File: config.mk
export PLATFORM = sky130hd
export DESIGN_NAME = conv_layer_mc
export DESIGN_NICKNAME = d
export VERILOG_FILES = /design/src/rtl/conv_layer_mc.sv
export SDC_FILE = /design/constraint.sdc
export NUM_CORES = 2
export LEC_CHECK = 0
export CORE_UTILIZATION = 55
export CTS_CLUSTER_SIZE = 10
export DETAILED_ROUTE_END_ITERATION = 8
export PLACE_DENSITY = 0.71
export REMOVE_ABC_BUFFERS = 1
export SETUP_SLACK_MARGIN = 0.3
export SLEW_MARGIN = 20
export SYNTH_ARGS = -nofsm -noshare
export SYNTH_HDL_FRONTEND = slang
export SYNTH_SLANG_ARGS = --single-unit
File: constraint.sdc
create_clock -name clk_i -period 11.6 [get_ports clk_i]
set_input_delay 2.32 -clock clk_i [delete_from_list [all_inputs] [get_ports clk_i]]
set_output_delay 2.32 -clock clk_i [all_outputs]
set_load 0.01 [all_outputs]
File: src/rtl/conv_layer_mc.sv
// conv_layer_mc: streaming multi-channel fixed-point convolution with loadable
// per-channel weights and bias, round-half-up, saturation and optional ReLU.
module conv_layer_mc #(
  parameter int NUM_CH = 3,
  parameter int TAPS   = 25,
  parameter int DATA_W = 16,
  parameter int FRAC_W = 8,
  parameter int ACC_W  = 40,
  localparam int CH_W  = NUM_CH > 1 ? $clog2(NUM_CH) : 1,
  localparam int TAP_W = TAPS > 1 ? $clog2(TAPS) : 1
) (
  input  logic                     clk_i,
  input  logic                     reset_i,
  input  logic                     start_i,
  input  logic                     relu_en_i,
  input  logic                     in_valid_i,
  output logic                     in_ready_o,
  input  logic signed [DATA_W-1:0] in_data_i,
  input  logic                     wr_en_i,
  input  logic                     wr_bias_i,
  input  logic [CH_W-1:0]          wr_ch_i,
  input  logic [TAP_W-1:0]         wr_tap_i,
  input  logic signed [DATA_W-1:0] wr_data_i,
  output logic                     wr_err_o,
  output logic                     out_valid_o,
  input  logic                     out_ready_i,
  output logic [NUM_CH*DATA_W-1:0] out_data_o,
  output logic [NUM_CH-1:0]        out_sat_o,
  output logic                     busy_o
);
  typedef enum logic [1:0] {IDLE, ACCUM, FINISH, OUT} state_e;
  localparam logic signed [ACC_W-1:0] MAX_V = {{(ACC_W-DATA_W+1){1'b0}}, {(DATA_W-1){1'b1}}};
  localparam logic signed [ACC_W-1:0] MIN_V = {{(ACC_W-DATA_W+1){1'b1}}, {(DATA_W-1){1'b0}}};
  localparam logic signed [ACC_W-1:0] HALF  = {{(ACC_W-1){1'b0}}, 1'b1} << (FRAC_W - 1);
  state_e                   state_q;
  logic [TAP_W-1:0]         tap_q;
  logic                     relu_q, wr_err_q;
  logic [NUM_CH*DATA_W-1:0] out_data_q, res_d;
  logic [NUM_CH-1:0]        out_sat_q, sat_d;
  logic                     fire, hs, go, last, wr_ok;
  always_comb begin
    fire  = state_q == ACCUM && in_valid_i;
    hs    = state_q == OUT && out_ready_i;
    go    = start_i && (state_q == IDLE || hs);
    last  = tap_q == TAP_W'(TAPS - 1);
    wr_ok = wr_en_i && state_q == IDLE && {1'b0, wr_ch_i} < (CH_W+1)'(NUM_CH)
            && (wr_bias_i || {1'b0, wr_tap_i} < (TAP_W+1)'(TAPS));
  end
  for (genvar c = 0; c < NUM_CH; c++) begin : g_ch
    logic signed [DATA_W-1:0]   w_q [TAPS];
    logic signed [DATA_W-1:0]   b_q, clip;
    logic signed [2*DATA_W-1:0] prod;
    logic signed [ACC_W-1:0]    acc_q, acc_d, sum, r;
    logic                       hit, ovf, unf;
    always_comb begin
      prod  = in_data_i * w_q[tap_q];
      acc_d = acc_q + {{(ACC_W-2*DATA_W){prod[2*DATA_W-1]}}, prod};
      sum   = acc_q + ({{(ACC_W-DATA_W){b_q[DATA_W-1]}}, b_q} << FRAC_W) + HALF;
      r     = sum >>> FRAC_W;
      ovf   = r > MAX_V;
      unf   = r < MIN_V;
      clip  = ovf ? MAX_V[DATA_W-1:0] : unf ? MIN_V[DATA_W-1:0] : r[DATA_W-1:0];
      hit   = wr_ok && wr_ch_i == CH_W'(c);
    end
    assign res_d[c*DATA_W +: DATA_W] = relu_q && clip[DATA_W-1] ? '0 : clip;
    assign sat_d[c] = ovf || unf;
    always_ff @(posedge clk_i) begin
      if (reset_i) begin
        acc_q <= '0;
        b_q   <= '0;
        for (int t = 0; t < TAPS; t++) w_q[t] <= '0;
      end else begin
        if (go) acc_q <= '0;
        else if (fire) acc_q <= acc_d;
        if (hit && wr_bias_i) b_q <= wr_data_i;
        if (hit && !wr_bias_i) w_q[wr_tap_i] <= wr_data_i;
      end
    end
  end
  always_ff @(posedge clk_i) begin
    if (reset_i) begin
      state_q    <= IDLE;
      tap_q      <= '0;
      relu_q     <= 1'b0;
      wr_err_q   <= 1'b0;
      out_data_q <= '0;
      out_sat_q  <= '0;
    end else begin
      wr_err_q <= wr_en_i && !wr_ok;
      if (go) begin
        state_q <= ACCUM;
        tap_q   <= '0;
        relu_q  <= relu_en_i;
      end else if (hs) state_q <= IDLE;
      else if (fire) begin
        tap_q <= last ? '0 : tap_q + 1'b1;
        if (last) state_q <= FINISH;
      end else if (state_q == FINISH) begin
        out_data_q <= res_d;
        out_sat_q  <= sat_d;
        state_q    <= OUT;
      end
    end
  end
  assign in_ready_o  = state_q == ACCUM;
  assign busy_o      = state_q != IDLE;
  assign out_valid_o = state_q == OUT;
  assign out_data_o  = out_data_q;
  assign out_sat_o   = out_sat_q;
  assign wr_err_o    = wr_err_q;
endmodule

==> impl_metrics.toml <==
[global_routing]
grt_usage_pct = 29.1
grt_max_degree = 85
antenna_found_initial = 16
grt_pass1_wl_um = 472000
grt_pass1_vias = 77800
grt_overflow_total = 0

[synthesis]
synthArstFlopShare_pct = 0
synth_compound_area_share_pct = 6.48
synth_cell_types = 99
synthMuxAreaShare_pct = 9.97
yosysSeqAreaShare_pct = 43.4
yosysWarnings = 0
syn_area_per_cell_um2 = 12.1
synth.area.top_cells = "edfxtp_1 (39%), fa_1 (14%), mux4_2 (9.2%)"
synth-simple-area-share_pct = 14.7
synth_top_area_share_pct = 39.4
synthesis.area_mm2 = 0.117
yosys-top-cells-count = "edfxtp_1 (1536), and2_1 (1294), inv_1 (953)"
synth_enable_flop_cells = 1536
yosys.area.top_type = "edfxtp_1"
synth_adder_area_share_pct = 18.6
synth_top_flop_cell = "edfxtp_1"
synth_top_family_by_area = "adder cells"
synth_xor_area_share_pct = 1.96
synthCells = 9697
yosysMostFrequentCell = "edfxtp_1"
synth.ff_latch_count = 1769

[die]
fp.dieH_um = 463
dieWidth_um = 463
rows = 168
initial_core_util_pct = 55.6
die_area_mm2 = 0.215
core-area_mm2 = 0.210
io_pins = 102

[worst_setup_path]
crit_path_max_incr_delay_ps = 600
crit_family = "adder cells"
cp-start-kind = "flop"
endpoint_kind = "flop"
cp_common_cell = "fa_1"
cp_data_arrival_time_ps = 11520
crit_buf_inv = 7
r2r_end = "g_ch[0].acc_q[39]$_SDFFE_PP0P_"
cp_max_fo = 26
cp-endpoint = "g_ch[0].acc_q[39]$_SDFFE_PP0P_"
rr_worst_depth = 39
cp_slowest_cell = "mux4_2"
reg2reg_slack_ps = 790
crit_required_ps = 12310
cp.depth = 39
critPathKind = "flop to flop"

[clock_tree]
clk_path_buf_depth = 3
hold_buffers = 0
cts_made_buffers = 204
cts.clk_slew.worst_paths_ps = 60
clock_sinks = 1769
clk_latency_ps = 870
cts_htree_levels = 4
cts_tree = "yes"
cts_root_buf = "clkbuf_16"

[placement]
pre_cts_ws_ps = 433
globalplace.congestion = 0.932
port_buffers = 101
place_inst = 12600
hpwl_um = 218000

[timing]
layout_setup_ws_ps = 786
finalHoldViolCount = 0
rsz0062_at_grt = "true"
drv_slew = 0
worst_pin_slew_ps = 1220
timing.final.crit_share_pct = 93.2
max_slew_margin_pct = 18.7
fin_crit_ps = 10810
whs_ps = 459
finalClockSkew_ps = 35.0
setup_violations = 0
timing.fmax_mhz = 92.5

[layout]
layout-drive-gt1-share_pct = 11.6
area_growth_pct = 10.2
layout.nets = 11300
nFillCells = 16300
seqCellArea_mm2 = 0.0508
multi_input_area_mm2 = 0.0620
finalNonFillerCells = 12900
fin_util_pct = 61.3

[run]
drv_cap = 0

[outcome]
status = "finished clean"

[detailed_routing]
dr.pass1.iters = 6
drc_errors = 0
ant_nets = 0
drt_iter0_drc = 7388
wl_per_cell_um = 24.2
vias_per_cell = 5.93
num_vias = 76500
routed_wirelength_um = 312000

[worst_hold_path]
hold_class = "flop to flop"
==> cell type report <==
| class | instances | share of cell area (%) |
|---|---|---|
| Antenna cell | 11 | 0.0213 |
| Clock buffer | 245 | 4.15 |
| Clock inverter | 30 | 0.420 |
| Inverter | 953 | 2.77 |
| Multi-Input combinational cell | 6733 | 48.0 |
| Sequential cell | 1769 | 39.4 |
| Tap cell | 2805 | 2.72 |
| Timing Repair Buffer | 351 | 2.48 |
==> logic make-up after synthesis <==
group	count (synthesis)
flip-flops	1769
other	1
adder cells (fa/ha/maj)	1262
buffers and inverters	1530
multiplexers	563
AND/OR/NAND/NOR	3139
AO/OA/AOI/OAI	1171
XOR/XNOR	262
==> layout by cell type, fill, tap and decap left out, drive strengths merged, types with 68 or more instances in the layout <==
cell and instances:
clkbuf 251, nor2 318, and2 1296, o21ai 238, clkdlybuf4s50 68, nor2b 387
mux4 480, a21o 131, dfxtp 233, a21oi 383, edfxtp 1536, buf 277
ha 470, fa 792, nand3 96, inv 954, conb 336, nand2 657
xnor2 199, nand2b 112
==> flip-flops by register name, indices dropped and copies added (netlist names), named ones only <==
signal	cells
state_q	2
wr_err_o	1
out_data_o	48
g_ch.acc_q	120
g_ch.w_q	1536
out_sat_o	3
tap_q	5
relu_q	1
g_ch.b_q	48
==> through the flow <==
step	TNS (ps)	instance area, um^2
3_3_place_gp	0	123000
3_5_place_dp	0	123000
6_report	0	129000
5_1_grt	0	129000
4_1_cts	0	129000
2_1_floorplan	-1365530	116000
==> timing repair <==
action | 4_1_cts | 5_1_grt
setup endpoints to repair | 0 | 16
buffers inserted | 0 | 1
gates resized for setup | 0 | 29
==> routing by layer <==
| layer | up-vias | wire (um) | global-route usage [%] |
|---|---|---|---|
| li1 | 33800 | - | - |
| met1 | 39100 | 124000 | 38.8 |
| met2 | 3056 | 153000 | 48.6 |
| met3 | 503 | 24700 | 4.69 |
| met4 | 6 | 10400 | 9.69 |
| met5 | - | 37 | 0 |
==> worst min-delay path, delay by kind of cell, from the launching register on <==
kind / cells / cell delay (ps)
AOI/OAI and AO/OA: 1 / 50
DFF: 1 / 310
and+or+nand+nor: 1 / 50
==> worst min-delay path by stage <==
stage	start	endpoint	slack [ps]	cells past startpoint
final	g_ch[2].acc_q[5]$_SDFFE_PP0P_	g_ch[2].acc_q[5]$_SDFFE_PP0P_	460	2
after floorplan	g_ch[0].b_q[10]$_SDFFE_PP0P_	g_ch[0].b_q[10]$_SDFFE_PP0P_	430	2
after global placement	g_ch[0].acc_q[6]$_SDFFE_PP0P_	g_ch[0].acc_q[6]$_SDFFE_PP0P_	440	2
after CTS	g_ch[2].acc_q[5]$_SDFFE_PP0P_	g_ch[2].acc_q[5]$_SDFFE_PP0P_	460	2
after detailed placement	g_ch[2].acc_q[5]$_SDFFE_PP0P_	g_ch[2].acc_q[5]$_SDFFE_PP0P_	450	2
after global routing	g_ch[0].acc_q[6]$_SDFFE_PP0P_	g_ch[0].acc_q[6]$_SDFFE_PP0P_	480	2
Power is left out: the tool's default activity adds up to more than one toggle a clock period on the data nets, which glitch-free logic cannot reach.
